==> config.mk <==
export PLATFORM = sky130hd
export DESIGN_NAME = dom_stim_sequencer
export DESIGN_NICKNAME = d
export VERILOG_FILES = /design/src/rtl/dom_stim_sequencer_pkg.sv /design/src/rtl/dom_stim_sequencer_lfsr.sv /design/src/rtl/dom_stim_sequencer.sv
export SDC_FILE = /design/constraint.sdc
export NUM_CORES = 1
export LEC_CHECK = 0
export CELL_PAD_IN_SITES_DETAIL_PLACEMENT = 1
export CELL_PAD_IN_SITES_GLOBAL_PLACEMENT = 1
export CORE_MARGIN = 2
export CORE_UTILIZATION = 43
export DETAILED_ROUTE_END_ITERATION = 7
export GPL_TIMING_DRIVEN = 0
export PLACE_DENSITY = 0.87
export SLEW_MARGIN = 20
export SYNTH_ARGS = -nofsm -noshare
export SYNTH_HDL_FRONTEND = slang
export SYNTH_HIERARCHICAL = 1
export SYNTH_SLANG_ARGS = --single-unit
==> constraint.sdc <==
create_clock -name clk -period 2.6 [get_ports clk]
set_clock_uncertainty 0.2 [all_clocks]
set_input_delay 0.39 -clock clk [delete_from_list [all_inputs] [get_ports clk]]
set_output_delay 0.39 -clock clk [all_outputs]
set_load 0.005 [all_outputs]
==> src/rtl/dom_stim_sequencer_pkg.sv <==
// Shared definitions for the DOM stimulus/capture sequencer: state and
// randomness-source encodings, LFSR constants and the fresh-randomness width.
package dom_stim_sequencer_pkg;

    typedef enum logic [1:0] {
        ST_IDLE   = 2'd0,
        ST_LAUNCH = 2'd1,
        ST_WAIT   = 2'd2,
        ST_HOLD   = 2'd3
    } seq_state_t;

    // Code 3 is reserved and behaves exactly like the LFSR source.
    typedef enum logic [1:0] {
        RM_LFSR  = 2'd0,
        RM_ZERO  = 2'd1,
        RM_REUSE = 2'd2,
        RM_RSVD  = 2'd3
    } rand_mode_t;

    localparam logic [31:0] LFSR_TAPS        = 32'h8020_0003;
    localparam logic [31:0] LFSR_LOCKUP_SEED = 32'hFFFF_FFFF;

    // One fresh random bit per unordered share pair of the DOM multiplier.
    function automatic int rand_width(input int shares);
        return shares * (shares - 1) / 2;
    endfunction

endpackage

==> src/rtl/dom_stim_sequencer_lfsr.sv <==
// 32-bit right-shifting Galois LFSR; a zero seed is replaced by all-ones so
// the register can never lock up. Only the low OUT_W bits are exported.
module lfsr_galois32
    import dom_stim_sequencer_pkg::*;
#(
    parameter int OUT_W = 32
) (
    input  logic             clk,
    input  logic             rst,
    input  logic             load,
    input  logic [31:0]      seed,
    input  logic             step,
    output logic [OUT_W-1:0] state
);

    logic [31:0] lfsr_q;

    // A load in the same cycle as a step wins, so a new seed is never stepped.
    always_ff @(posedge clk) begin
        if (rst) begin
            lfsr_q <= LFSR_LOCKUP_SEED;
        end else if (load) begin
            lfsr_q <= (seed == 32'h0) ? LFSR_LOCKUP_SEED : seed;
        end else if (step) begin
            lfsr_q <= (lfsr_q >> 1) ^ (lfsr_q[0] ? LFSR_TAPS : 32'h0);
        end
    end

    assign state = lfsr_q[OUT_W-1:0];

endmodule

==> src/rtl/dom_stim_sequencer.sv <==
// Stimulus/capture sequencer for a masked DOM gadget: launches each input lane
// at its own programmable offset, then captures and checks the output shares.
module dom_stim_sequencer
    import dom_stim_sequencer_pkg::*;
#(
    parameter int SHARES = 4,
    parameter int RAND_W = rand_width(SHARES),
    parameter int IN_W   = 2 * SHARES + RAND_W,
    parameter int SKEW_W = 3,
    parameter int LAT    = 1
) (
    input  logic                      clk,
    input  logic                      rst,
    input  logic                      cfg_we,
    input  logic [$clog2(IN_W)-1:0]   cfg_lane,
    input  logic [SKEW_W-1:0]         cfg_skew,
    input  logic                      seed_we,
    input  logic [31:0]               seed,
    input  logic [1:0]                rand_mode,
    input  logic                      s_valid,
    output logic                      s_ready,
    input  logic [SHARES-1:0]         s_a,
    input  logic [SHARES-1:0]         s_b,
    output logic [IN_W-1:0]           dut_in,
    input  logic [SHARES-1:0]         dut_out,
    output logic                      m_valid,
    input  logic                      m_ready,
    output logic [SHARES-1:0]         m_data,
    output logic                      m_unmasked,
    output logic                      m_err,
    output logic                      busy
);

    localparam int                 CNT_W     = (LAT > 1) ? $clog2(LAT) : 1;
    localparam logic [CNT_W-1:0]   CNT_LAST  = CNT_W'(LAT - 1);
    localparam logic [SKEW_W-1:0]  STEP_LAST = '1;

    seq_state_t          state, state_nx;
    logic [SKEW_W-1:0]   skew [IN_W];
    logic [SKEW_W-1:0]   step_q;
    logic [CNT_W-1:0]    cnt_q;
    logic [IN_W-1:0]     lat_vec;
    logic [RAND_W-1:0]   prev_rand;
    logic [RAND_W-1:0]   rand_sel;
    logic [RAND_W-1:0]   lfsr_bits;
    logic                accept;
    logic                idle;
    logic                lfsr_src;

    assign idle       = (state == ST_IDLE);
    assign s_ready    = idle && !rst;
    assign accept     = s_valid && s_ready;
    assign busy       = !idle;
    assign m_unmasked = ^m_data;
    assign lfsr_src   = (rand_mode != RM_ZERO) && (rand_mode != RM_REUSE);

    always_comb begin
        rand_sel = lfsr_bits;
        case (rand_mode)
            RM_ZERO:  rand_sel = '0;
            RM_REUSE: rand_sel = prev_rand;
            default:  rand_sel = lfsr_bits;
        endcase
    end

    lfsr_galois32 #(
        .OUT_W(RAND_W)
    ) u_lfsr (
        .clk   (clk),
        .rst   (rst),
        .load  (seed_we && idle),
        .seed  (seed),
        .step  (accept && lfsr_src),
        .state (lfsr_bits)
    );

    always_ff @(posedge clk) begin
        if (rst) begin
            state <= ST_IDLE;
        end else begin
            state <= state_nx;
        end
    end

    always_comb begin
        state_nx = state;
        case (state)
            ST_IDLE:   if (accept)              state_nx = ST_LAUNCH;
            ST_LAUNCH: if (step_q == STEP_LAST) state_nx = ST_WAIT;
            ST_WAIT:   if (cnt_q == CNT_LAST)   state_nx = ST_HOLD;
            ST_HOLD:   if (m_ready)             state_nx = ST_IDLE;
            default:                            state_nx = ST_IDLE;
        endcase
    end

    // Lanes not yet launched keep the previous transaction's bit on purpose.
    always_ff @(posedge clk) begin
        if (rst) begin
            dut_in    <= '0;
            for (int i = 0; i < IN_W; i++) skew[i] <= '0;
            prev_rand <= '0;
            lat_vec   <= '0;
            step_q    <= '0;
            cnt_q     <= '0;
            m_valid   <= 1'b0;
            m_data    <= '0;
            m_err     <= 1'b0;
        end else begin
            if (idle && cfg_we && (32'(cfg_lane) < IN_W)) begin
                skew[cfg_lane] <= cfg_skew;
            end
            case (state)
                ST_IDLE: begin
                    if (accept) begin
                        lat_vec   <= {s_a, s_b, rand_sel};
                        prev_rand <= rand_sel;
                        step_q    <= '0;
                    end
                end
                ST_LAUNCH: begin
                    for (int i = 0; i < IN_W; i++) begin
                        if (skew[i] == step_q) dut_in[i] <= lat_vec[i];
                    end
                    step_q <= step_q + SKEW_W'(1);
                    cnt_q  <= '0;
                end
                ST_WAIT: begin
                    cnt_q <= cnt_q + CNT_W'(1);
                    if (cnt_q == CNT_LAST) begin
                        m_data  <= dut_out;
                        m_valid <= 1'b1;
                        m_err   <= (^dut_out) !=
                                   ((^lat_vec[IN_W-1 -: SHARES]) & (^lat_vec[IN_W-SHARES-1 -: SHARES]));
                    end
                end
                ST_HOLD: begin
                    if (m_ready) m_valid <= 1'b0;
                end
                default: ;
            endcase
        end
    end

endmodule
## Word level (Yosys, flattened, before mapping)

Memory sizes are Yosys's and may differ from the RTL's.
Index checks and enable logic that the tools add are counted.

- Output and inout bits: 23
- Memories: 1
- Bits in registers: 78
- RAM bits: 42
- Input port bits: 59
- Word-level logic and storage cells: 120

- Reduce and logical (&&, ||, !) cells: 39
- Bitwise operators: 3
- $lt $le $gt $ge: 1
- Muxes and demuxes: 24
- Add/sub/neg operators: 2
- Eq/ne operators: 27

Memory list:

| memory | depth | width | rd ports | clocked after memory_dff | write ports | RTL line | text |
|---|---|---|---|---|---|---|---|
| skew | 14 | 3 | 14 | 0 | 14 | dom_stim_sequencer.sv:39 | `logic [SKEW_W-1:0] skew [IN_W];` |

Operators by type and width:

| operator | count |
|---|---|
| 32-bit two-way mux | 4 |
| 3-bit == test | 14 |
| 2-bit AND reduction | 17 |
| 32-bit logical NOT | 1 |
| 31-bit by 32-bit bitwise XOR with 32-bit output | 1 |
| 4-bit parity | 4 |
| 6-bit case mux with 2 select lines | 1 |
| 2-bit inequality test (second input constant) | 5 |
| 1-bit two-way mux | 8 |
| 2-bit two-way mux | 4 |
| 2-bit case mux with 4 select lines | 1 |
| 2-bit nonzero test | 4 |
| 1-bit logical AND | 7 |
| 2-bit == test (second input constant) | 3 |
| 3-bit two-way mux | 2 |
| 3-bit case mux with 2 select lines | 1 |
| 2-bit by 1-bit == test with 1-bit output (second input constant) | 2 |
| 4-bit < comparator (second input constant) | 1 |
| 4-bit two-way mux | 1 |
| 1-bit case mux with 2 select lines | 2 |
| 4-bit AND reduction | 1 |
| 3-bit by 1-bit adder with 3-bit output (second input constant) | 1 |
| 3-bit == test (second input constant) | 1 |
| 3-bit AND reduction | 1 |
| other kinds (8) | 9 |

## Logic depth before layout (Yosys ltp)

Gate-level depths: netlist of the first run.

- Word-level depth: 8
- Mapped depth: 10
- Depth with buffers taken out: 9

## By module

Netlist of the first run, hierarchy kept.

By module, submodules not included:

| module | area an instance (um^2) | cells each | instances | seq. area each (um^2) |
|---|---|---|---|---|
| dom_stim_sequencer | 3933.8 | 386 | 1 | 2062.0 |
| lfsr_galois32 | 1879.3 | 206 | 1 | 640.6 |

## Worst setup path before layout of the first run

OpenSTA, ideal clock, no wires.

- Path kind: register to register
- Start point: register state[0]
- End point: register u_lfsr.lfsr_q[13]
- Path slack: 280 ps
- Buffers on the path: 2
- Clock period less this slack: 2320 ps
- Arrival: 2045 ps
- Library setup time: 75 ps
- Stages on the path, launching flop included: 10
- Data required time: 2325 ps
- Cell sequence: dfxtp_1 > inv_1 > ha_1 > nor2b_4 > nand3_1 > inv_1 > buf_2 > clkbuf_1 > a21oi_1 > a22oi_2

- Longest elaborated chain between the ends: 5
- Elaborated cells between the ends (all ways): 7
- Classes of those cells: mux (1); reduce/logical (6)

RTL lines:

| what | RTL line | text |
|---|---|---|
| start, declared | dom_stim_sequencer.sv:38 | `seq_state_t state, state_nx;` |
| start signal, assigned | dom_stim_sequencer.sv:81 | `state <= state_nx;` |
| 2-bit logical NOT | dom_stim_sequencer.sv:50 | `assign idle = (state == ST_IDLE);` |
| 1-bit logical AND | dom_stim_sequencer.sv:51 | `assign s_ready = idle && !rst;` |
| net s_ready | dom_stim_sequencer.sv:21 | `output logic s_ready,` |
| 1-bit logical AND | dom_stim_sequencer.sv:52 | `assign accept = s_valid && s_ready;` |
| 1-bit logical AND | dom_stim_sequencer.sv:73 | `.step (accept && lfsr_src),` |
| 2-bit nonzero test (no line) | - |  |
| end signal, assigned | dom_stim_sequencer_lfsr.sv:23 | `lfsr_q <= (seed == 32'h0) ? LFSR_LOCKUP_SEED : seed;` |
| end signal, assigned | dom_stim_sequencer_lfsr.sv:25 | `lfsr_q <= (lfsr_q >> 1) ^ (lfsr_q[0] ? LFSR_TAPS : 32'h0);` |
| end, declared | dom_stim_sequencer_lfsr.sv:16 | `logic [31:0] lfsr_q;` |

The timed path passes the listed nets, and every way through them passes these cells.
A chain may end at the register's enable or synchronous reset.

## Final worst setup path of the first run

- Start point: register state[0]
- End point: register u_lfsr.lfsr_q[17]

- Longest elaborated chain between the ends: 5
- Elaborated cells between the ends (all ways): 7
- Classes of those cells: mux (1); reduce/logical (6)

RTL lines:

| what | RTL line |
|---|---|
| 2-bit logical NOT * | dom_stim_sequencer.sv:50 |
| 1-bit logical AND | dom_stim_sequencer.sv:51 |
| 1-bit logical AND | dom_stim_sequencer.sv:52 |
| 1-bit logical AND | dom_stim_sequencer.sv:73 |
| 2-bit nonzero test (no line) | - |

Mark *: on every way between the ends. The rest lies on a longest branch, timed or not.

==> out/results.tsv, run 1 <==
metric	value	unit
TNS Setup	0	ns
cells after synthesis	592	
Residual DRC	0	
Synth area leaders	dfxtp_1 25%, edfxtp_1 22%, xnor2_1 7.7%	
Root Buffer	clkbuf_16	
startpoint of the worst hold path	lat_vec[0]	
CP endpoint kind	flip-flop	
CP Depth	10	
master of the slowest instance on the critical path	dfxtp_1	
Filler cells	1461	
CTS tree	built	
CTS Sinks	114	
min setup slack post-route	0.0760	ns
HPWL after DPL	12000	um
Initial DRC Count	355	
site row count	42	
CP arrival	2.61	ns
initial core utilization	43.9	%
max incr delay on CP	0.33	ns
WL per Instance	21.8	um
yosys warns	6	
CP Max Fanout	12	
die area	0.0145	sq mm
headroom to the max-slew limit	53.5	%
Mapped Area	0.00581	sq mm
Yosys cell types	50	
Post-layout nets	755	
Async S/R FF share, synth	0	%
gr ovfl total	0	
Tightest Hold Check Type	reg2reg	
Synth Flop Type	dfxtp_1	
Synth Net Count	659	
IO Pins	82	
die width	120	um
leakage	2.65	nW
Seq/Total Area, Yosys	46.5	%
total core area	0.0132	sq mm
Worst R2R End	u_lfsr/lfsr_q[17]	
CP Class	reg2reg	
outcome	finished clean	
final setup fails	0	
pre-CTS setup slack	-0.463	ns
cts hold-fix bufs	0	
Area Growth Syn to Fin	27.9	%
crit-path leading delay family	buffers and inverters	
drt via density	5.79	
post-synth top area share	24.8	%
critical path endpoint	u_lfsr/lfsr_q[17]	
worst setup path startpoint	state[0]	
DRT antenna net count	0	
Final period util	97.1	%
r2r setup slk	0.08	ns
routed via count	5074	
CTS H-tree depth	4	
synthesized flop and latch total	114	
Final Hold Viols	0	
buffers plus inverters on the worst setup path	4	
clk slew on worst S/H paths	0.06	ns
Port Buf Inserts	78	
total CTS buffers	17	
gpl congestion	0.807	
RSZ-0062 raised after global routing	true	
max-cap violation count	0	
Die Ht	120	um
initial antenna violation count	0	
vias in the first global route	5431	
Post-CTS Repair Setup Buffers	0	
Worst Reg-to-Reg Cells	10	
maximum vdd drop	0.000475	V
first-pass GRT wire length	29800	um
drt total wl	19100	um
max-slew violations	0	
fraction of layout cells with a size suffix above 1	14.4	%
drt first pass iters	5	
crit start category	flip-flop	
RR Startpoint	state[0]	
maximum number of pins on one net before global-route repair	17	
Tmin final	2.52	ns
P per Cell Area	945	mW/mm^2
Max Freq	0.396	GHz
Synth Area per Inst	9.82	sq um
number of synthesized flops with an enable pin	42	
worst slew pin tran	0.694	ns
Yosys top cell by area	dfxtp_1	
WP data required	2.68	ns
clock buffer depth	2	
Inserted Diodes	0	
worst path cell trace	inv_1 > ha_2 > nor2b_4 > nand3_2 > inv_4 > nor2_2 > buf_2 > clkbuf_4 > a21oi_1 > a22oi_2	
Clk Latency, worst-skew pair	0.41	ns
Overall Global Routing Usage	26.9	%
## cell usage in the layout (no fill, tap or decap), types with 3 or more instances in the layout
cell type        synthesis  layout
bufinv_16                0       4
mux2i_1                 15      15
o21bai_1                 3       3
a21o_1                   9       9
a21oi_1                 82      81
ha_1                     8       7
clkbuf_16                0      17
xnor2_1                 51      51
clkinv_2                 0       5
buf_6                    3       3
nand3b_1                 3       3
buf_1                    5       5
a31o_2                   3       3
xor2_1                   6       6
nor3b_1                 33      33
buf_2                   12      11
a22oi_2                 27      27
dfxtp_1                 72      72
clkbuf_1                24      23
nand3_1                  4       3
clkdlybuf4s50_1          0      78
nor2_1                  67      66
inv_1                    5       4
nand2b_1                 3       3
edfxtp_1                42      42
nor2b_1                  3       3
nand4_1                 16      16
nand2_1                 52      52
buf_4                    6       6
nor4_1                   7       7
a221o_1                  3       3
## registers in the layout, indices dropped and copies added (netlist names)
name,count
step_q,3
cnt_q,1
m_data,4
u_lfsr/lfsr_q,32
m_valid,1
dut_in,14
skew,42
state,2
lat_vec,14
m_err,1
## stage by stage
| stage | hold WS (ns) | power [W] | std cells | utilization (%) | area (sq um) |
|---|---|---|---|---|---|
| finish | 0.253 | 0.00703 | 877 | 56.2 | 7440 |
| global route | 0.285 | 0.00730 | 877 | 56.2 | 7440 |
| CTS | 0.256 | 0.00699 | 878 | 56.1 | 7430 |
| detailed placement | 0.252 | 0.00445 | 846 | 51.5 | 6810 |
| global placement | 0.243 | 0.00432 | 846 | 51.5 | 6810 |
| floorplan | 0.236 | 0.00380 | 592 | - | 5810 |
## Yosys cell counts (all sizes together), types with 2 or more instances
master and instances:
nor4 8, a22oi 29, a21oi 82, xor2 6
a31o 3, nor2 67, inv 6, ha 8
xnor2 51, nand4 16, or2 2, buf 29
edfxtp 42, clkbuf 24, a21o 9, o21bai 3
nand3 5, a221o 3, nand2b 4, and2 2
nand2 53, nand3b 3, a211oi 2, mux2i 15
nor3b 33, a32oi 2, dfxtp 72, nor2b 4
## per-layer routing
| metal | global-route usage, % | up-vias | wire length, um |
|---|---|---|---|
| met2 | 46.6 | 194 | 9600 |
| li1 | - | 2280 | - |
| met5 | 0 | - | 0 |
| met4 | 12.8 | 0 | 737 |
| met3 | 5.38 | 67 | 888 |
| met1 | 32.2 | 2533 | 7890 |
## worst register-to-register path: stages, from the launching register on
cell and delay, ns:
dfxtp_1 0.33, inv_1 0.13, ha_2 0.26, nor2b_4 0.21
nand3_2 0.21, inv_4 0.19, nor2_2 0.08, buf_2 0.19
clkbuf_4 0.22, a21oi_1 0.25, a22oi_2 0.11
## worst min-delay path by stage
stage / to / slack [ns] / cells past startpoint
6_report: lat_vec[0] / 0.25 / 2
5_1_grt: lat_vec[0] / 0.28 / 2
4_1_cts: lat_vec[0] / 0.26 / 2
3_5_place_dp: lat_vec[0] / 0.25 / 2
3_3_place_gp: lat_vec[4] / 0.24 / 2
2_1_floorplan: lat_vec[0] / 0.24 / 2
## where the power goes
group	internal, W	total (W)	switching (W)
Combinational	0.000964	0.00219	0.00122
Sequential	0.00218	0.00242	0.000242
Clock	0.00159	0.00242	0.000835
Total	0.00473	0.00703	0.00230
## what timing repair did
item / 4_1_cts / 5_1_grt
hold endpoints to repair: 0 / 0
setup endpoints to repair: 26 / 44
pin swaps: 0 / 1
resized for setup: 5 / 9
## logic make-up after synthesis
kind of cell | synth area share [%]
DFF | 46.5
xor gates and xnor gates | 8.59
muxes | 2.78
and+or+nand+nor | 18.4
adders and majority gates | 1.72
buffers and inverters | 5.60
AOI/OAI and AO/OA | 16.4
## final cells by class
class,instances,area [sq um],share of cell area (%)
repair buffers,78,781,10.5
inverters,6,25.0,0.337
clock buffers,20,437,5.87
well taps,176,220,2.96
multi-input cells,419,2800,37.6
plain buffers,52,308,4.14
clock inverters,12,164,2.20
flip-flops and latches,114,2700,36.3
Note: power is estimated with default switching activity, not from simulation.
==> inputs of run 2 (changes only) <==
--- a/config.mk
+++ b/config.mk
@@ -10,6 +10,6 @@
 export CORE_MARGIN = 2
-export CORE_UTILIZATION = 43
+export CORE_UTILIZATION = 42
 export DETAILED_ROUTE_END_ITERATION = 7
 export GPL_TIMING_DRIVEN = 0
-export PLACE_DENSITY = 0.87
+export PLACE_DENSITY = 0.86
 export SLEW_MARGIN = 20
@@ -17,3 +17,2 @@
 export SYNTH_HDL_FRONTEND = slang
-export SYNTH_HIERARCHICAL = 1
 export SYNTH_SLANG_ARGS = --single-unit
--- a/constraint.sdc
+++ b/constraint.sdc
@@ -4,2 +4,2 @@
 set_output_delay 0.39 -clock clk [all_outputs]
-set_load 0.005 [all_outputs]
+set_load 0.05 [all_outputs]
==> run 2 against run 1 <==
Cell count decreased by 0.23%; global-route usage decreased by 1.1 points; critical endpoint is now m_unmasked; sequential power about the same; fmax decreased by 0.80%; first-iteration DRC count unchanged; non-clock buffer count decreased by 2; utilization decreased by 1.3 points; routed wire length decreased by 7.4%; combinational power decreased by 2%; die area decreased by 1.9%; register-to-register slack improved by 0.10 ns.
==> out/results.tsv, run 2 <==
metric	value	unit	change
outcome	finished clean		unchanged
most frequent cells in the layout	78 x clkdlybuf4s50_1, 72 x dfxtp_1, 52 x xnor2_1		was 81 x a21oi_1, 78 x clkdlybuf4s50_1, 72 x dfxtp_1
max-slew violations	0		unchanged
Synth Area per Inst	9.49	sq um	was 9.82 sq um
leakage	2.61	nW	was 2.65 nW
WL per Instance	20.2	um	was 21.8 um
Layout Utilization	54.9	%	was 56.2%
CP arrival	1.95	ns	was 2.61 ns
Post-CTS Repair Setup Buffers	0		unchanged
Initial DRC Count	355		unchanged
Logic pwr share	31.1	%	about the same
Design Power	0.00688	W	was 0.00703 W
Die Ht	119	um	was 120 um
clk slew on worst S/H paths	0.05	ns	was 0.06 ns
P per Cell Area	958	mW/mm^2	was 945 mW/mm^2
vias in the first global route	5395		was 5431
RSZ-0062 raised after global routing	false		was true
number of synthesized flops with an enable pin	42		unchanged
Max Freq	0.393	GHz	was 0.396 GHz
total core area	0.0131	sq mm	was 0.0132 sq mm
DRT antenna net count	0		unchanged
headroom to the max-slew limit	55.7	%	was 53.5%
site row count	42		unchanged
maximum vdd drop	0.000475	V	about the same
Residual DRC	0		unchanged
Async S/R FF share, synth	0	%	unchanged
Final Hold Viols	0		unchanged
Top Registers	skew x42, u_lfsr.lfsr_q x32		was skew x42, u_lfsr/lfsr_q x32
WP data required	2.01	ns	was 2.68 ns
maximum number of pins on one net before global-route repair	17		unchanged
die area	0.0142	sq mm	was 0.0145 sq mm
HPWL after DPL	12200	um	was 12000 um
CP Max Fanout	3		was 12
pre-CTS setup slack	-0.252	ns	was -0.463 ns
gpl congestion	0.832		was 0.807
Tightest Hold Check Type	reg2reg		unchanged
max-cap violation count	0		unchanged
Post-DP Area	0.00659	sq mm	was 0.00681 sq mm
drt total wl	17700	um	was 19100 um
Port Buf Inserts	80		was 78
Inserted Diodes	0		unchanged
final setup fails	0		unchanged
drt via density	5.75		was 5.79
minimum hold slack	0.270	ns	was 0.253 ns
Synth Net Count	654		was 659
clock buffer depth	2		unchanged
Non-Filler Cell Area, Final	0.00718	sq mm	was 0.00744 sq mm
synthesized flop and latch total	114		unchanged
Overall Global Routing Usage	25.8	%	was 26.9%
clock network power share	33.6	%	was 34.5%
commonest non-fill, non-tap cell in the layout	clkdlybuf4s50_1		was a21oi_1
CP Class	reg2out		was reg2reg
cells after synthesis	587		was 592
initial core utilization	42.6	%	was 43.9%
Mapped Area	0.00557	sq mm	was 0.00581 sq mm
Seq/Total Area, Yosys	48.5	%	was 46.5%
Clk Latency, worst-skew pair	0.42	ns	was 0.41 ns
crit start category	flip-flop		unchanged
yosys warns	0		was 6
Commonest cells post-synth	72 x dfxtp_1, 52 x xnor2_1, 50 x o21ai_0		was 82 x a21oi_1, 72 x dfxtp_1, 67 x nor2_1
Synth area leaders	dfxtp_1 26%, edfxtp_1 23%, xnor2_1 8.2%		was dfxtp_1 25%, edfxtp_1 22%, xnor2_1 7.7%
Tmin final	2.54	ns	was 2.52 ns
Yosys top cell by area	dfxtp_1		unchanged
min setup slack post-route	0.0557	ns	was 0.0760 ns
share of power burned in registers	35.4	%	was 34.4%
CP endpoint kind	primary output		was flip-flop
worst slew pin tran	0.662	ns	was 0.694 ns
Area Growth Syn to Fin	29.0	%	was 27.9%
Yosys cell types	44		was 50
switching share of total power	34.8	%	was 32.7%
Root Buffer	clkbuf_16		unchanged
max reg flops	42		unchanged
largest reg by FF count	skew		unchanged
Internal	0.00448	W	was 0.00473 W
switching power	0.00239	W	was 0.00230 W
IO Pins	82		unchanged
total CTS buffers	17		unchanged
most frequent cell after synthesis	dfxtp_1		was a21oi_1
post-synth top area share	25.9	%	was 24.8%
gr ovfl total	0		unchanged
Synth Flop Type	dfxtp_1		unchanged
initial antenna violation count	0		unchanged
first-pass GRT wire length	28500	um	was 29800 um
routed via count	5035		was 5074
CTS Sinks	114		unchanged
CTS H-tree depth	4		unchanged
CTS tree	built		unchanged
fraction of layout cells with a size suffix above 1	9.59	%	was 14.4%
drt first pass iters	5		unchanged
Final period util	97.9	%	was 97.1%
Post-layout nets	753		was 755
die width	119	um	was 120 um
run 2: cells by family (layout without fill, tap and decap cells):
logic type,Yosys count,count (layout),share of synthesized area [%]
flip-flops,114,114,48.5
AND/OR/NAND/NOR,182,182,17.0
adder cells (fa/ha/maj),8,8,1.80
XOR/XNOR,57,57,8.97
AO/OA/AOI/OAI,151,151,15.7
multiplexers,16,16,2.90
buffers and inverters,59,171,5.08
run 2: worst paths after layout:
path,from,slack [ns],cells past startpoint,end
worst max-delay path,m_data[3],0.06,3,m_unmasked
worst min-delay path,lat_vec[2],0.27,2,lat_vec[2]
worst max register to register,state[0],0.18,7,skew[2][1]
worst min register to register,lat_vec[2],0.27,2,lat_vec[2]
run 2: routing by layer:
| layer | vias up | GRT usage, % | wire (um) |
|---|---|---|---|
| li1 | 2316 | - | - |
| met1 | 2506 | 31.3 | 7420 |
| met2 | 168 | 44.5 | 8900 |
| met3 | 45 | 4.89 | 853 |
| met4 | 0 | 11.5 | 521 |
| met5 | - | 0 | 0 |
run 2: through the flow:
stage          setup TNS (ns)  instances
3_3_place_gp           -0.189        843
4_1_cts               -0.0218        875
5_1_grt                     0        875
3_5_place_dp           -0.489        843
2_1_floorplan               0        587
6_report                    0        875
run 2: cell type report:
| cell class | count | area, sq um |
|---|---|---|
| plain buffers | 48 | 245 |
| well taps | 176 | 220 |
| repair buffers | 80 | 797 |
| inverters | 11 | 41.3 |
| multi-input cells | 414 | 2600 |
| flip-flops and latches | 114 | 2700 |
| fillers | 1461 | 5900 |
| clock inverters | 14 | 145 |
| clock buffers | 18 | 429 |
run 2: worst max-delay path: stages (launching register included):
cell and delay [ns]:
dfxtp_1 0.38, xor2_1 0.20, xnor2_1 0.13, clkdlybuf4s50_1 0.81
run 2: power by group through the flow:
| stage | sequential (W) | combinational [W] | clock, W |
|---|---|---|---|
| floorplan | 0.00249 | 0.00131 | 0 |
| global placement | 0.00242 | 0.00193 | 0 |
| detailed placement | 0.00245 | 0.00203 | 0 |
| CTS | 0.00242 | 0.00213 | 0.00232 |
| global route | 0.00246 | 0.00233 | 0.00240 |
| finish | 0.00243 | 0.00214 | 0.00231 |
run 2: timing repair:
item / in CTS / in global routing
gates resized for setup: 10 / 7
hold buffers: 0 / 0
endpoints found under the setup margin: 11 / 13
==> inputs of run 3 (changes only) <==
CELL_PAD_IN_SITES_GLOBAL_PLACEMENT = 2   (was 1)
CORE_UTILIZATION = 34   (was 42)
==> run 3 against run 2 <==
Via count decreased by 4.1%; die area rose by 23%; non-clock buffer count stayed put; global-route usage shrank 5.8 points; utilization fell by 9.1 points; register-to-register slack better by 0.07 ns; routed wire length decreased by 4.7%; largest cell class unchanged; largest power group is now clock.
==> out/results.tsv, run 3 (synthesis results as in run 2) <==
metric	value	unit	change
outcome	finished clean		unchanged
drt total wl	16900	um	was 17700 um
gr ovfl total	0		unchanged
max reg flops	42		unchanged
initial antenna violation count	0		unchanged
Post-layout nets	753		unchanged
r2r setup slk	0.25	ns	was 0.18 ns
CP Max Fanout	10		was 3
Design Power	0.00705	W	was 0.00688 W
RR Startpoint	state[0]		unchanged
WP data required	2.01	ns	about the same
CTS H-tree depth	4		unchanged
final setup fails	0		unchanged
Worst Reg-to-Reg Cells	7		unchanged
largest reg by FF count	skew		unchanged
IO Pins	82		unchanged
Tightest Hold Check Type	reg2reg		unchanged
drt via density	5.28		was 5.75
headroom to the max-slew limit	50.5	%	was 55.7%
clk slew on worst S/H paths	0.05	ns	about the same
cts hold-fix bufs	0		unchanged
Hold EP	lat_vec[2]		unchanged
fraction of layout cells with a size suffix above 1	9.87	%	was 9.59%
commonest non-fill, non-tap cell in the layout	clkdlybuf4s50_1		unchanged
most frequent cells in the layout	77 x clkdlybuf4s50_1, 72 x dfxtp_1, 52 x xnor2_1		was 78 x clkdlybuf4s50_1, 72 x dfxtp_1, 52 x xnor2_1
vias in the first global route	5258		was 5395
clock buffer depth	2		unchanged
min setup slack post-route	0.122	ns	was 0.0557 ns
WL per Instance	18.4	um	was 20.2 um
Top Registers	skew x42, u_lfsr.lfsr_q x32		unchanged
gpl congestion	0.798		was 0.832
CTS tree	built		unchanged
pre-CTS setup slack	-0.255	ns	was -0.252 ns
Inserted Diodes	0		unchanged
Residual DRC	0		unchanged
post-route insts no fill	915		was 875
CP arrival	1.89	ns	was 1.95 ns
startpoint of the worst hold path	lat_vec[2]		unchanged
Overall Global Routing Usage	20.0	%	was 25.8%
DRT antenna net count	0		unchanged
Root Buffer	clkbuf_16		unchanged
Final period util	95.3	%	was 97.9%
Port Buf Inserts	80		unchanged
CP Class	reg2out		unchanged
CTS Sinks	114		unchanged
die width	132	um	was 119 um
minimum hold slack	0.272	ns	was 0.270 ns
Post-DP Area	0.00664	sq mm	was 0.00659 sq mm
Initial DRC Count	201		was 355
HPWL after DPL	12200	um	about the same
leakage	2.65	nW	was 2.61 nW
Die Ht	132	um	was 119 um
die area	0.0174	sq mm	was 0.0142 sq mm
Tmin final	2.48	ns	was 2.54 ns
site row count	46		was 42
Final Hold Viols	0		unchanged
maximum number of pins on one net before global-route repair	17		unchanged
CP endpoint kind	primary output		unchanged
maximum vdd drop	0.000595	V	was 0.000475 V
total CTS buffers	17		unchanged
P per Cell Area	966	mW/mm^2	was 958 mW/mm^2
routed via count	4827		was 5035
crit start category	flip-flop		unchanged
total core area	0.0159	sq mm	was 0.0131 sq mm
initial core utilization	34.9	%	was 42.6%
max-slew violations	0		unchanged
first-pass GRT wire length	27300	um	was 28500 um
Max Freq	0.403	GHz	was 0.393 GHz
max-cap violation count	0		unchanged
Non-Filler Cell Area, Final	0.00730	sq mm	was 0.00718 sq mm
Clk Latency, worst-skew pair	0.43	ns	was 0.42 ns
Worst R2R End	skew[2][1]		unchanged
Area Growth Syn to Fin	31.1	%	was 29.0%
worst slew pin tran	0.743	ns	was 0.662 ns
Placed Cells	883		was 843
RSZ-0062 raised after global routing	false		unchanged
worst hold path depth	2		unchanged
Post-CTS Repair Setup Buffers	0		unchanged
drt first pass iters	4		was 5
run 3: power breakdown:
part           internal [W]  total, W  switching [W]
clock               0.00169   0.00255       0.000853
sequential          0.00220   0.00242       0.000216
combinational      0.000797   0.00209        0.00129
total               0.00469   0.00705        0.00236
run 3: critical path, cell delays in order, from the launching register on:
cell	delay (ns)
dfxtp_1	0.33
inv_1	0.17
ha_4	0.22
nor2b_1	0.14
buf_4	0.18
buf_4	0.20
buf_4	0.22
run 3: per-stage QoR:
step / TNS (ns) / utilization, %
after detailed placement: -0.300 / 41.6
after global placement: -0.200 / 41.6
after floorplan: 0 / -
after global routing: 0 / 45.8
final: 0 / 45.8
after CTS: 0 / 45.7
run 3: worst max path at each step:
stage               startpoint  slack (ns)         end
floorplan            m_data[2]        0.35  m_unmasked
global placement      state[0]       -0.20     s_ready
detailed placement    state[0]       -0.26     s_ready
CTS                  m_data[2]        0.02  m_unmasked
global route          state[0]        0.05     s_ready
finish                state[0]        0.12     s_ready
run 3: cell type report:
class | count | area [sq um]
tap | 216 | 270
multi-input combinational | 414 | 2590
fill | 1860 | 8650
buffer | 48 | 245
clock buffer | 18 | 429
sequential | 114 | 2700
inverter | 11 | 41.3
clock inverter | 14 | 214
timing repair buffer | 80 | 800
run 3: repair_timing:
item,4_1_cts,5_1_grt
pin swaps,0,0
setup endpoints to repair,8,13
hold endpoints to repair,0,0
gates resized for setup,9,7
run 3: routing by layer:
layer  wire (um)  track usage (%)  up-vias
met3         627             4.23       29
met4         423             8.64        0
li1            -                -     2314
met2        8210             33.9      112
met1        7600             24.5     2372
met5           0                0        -
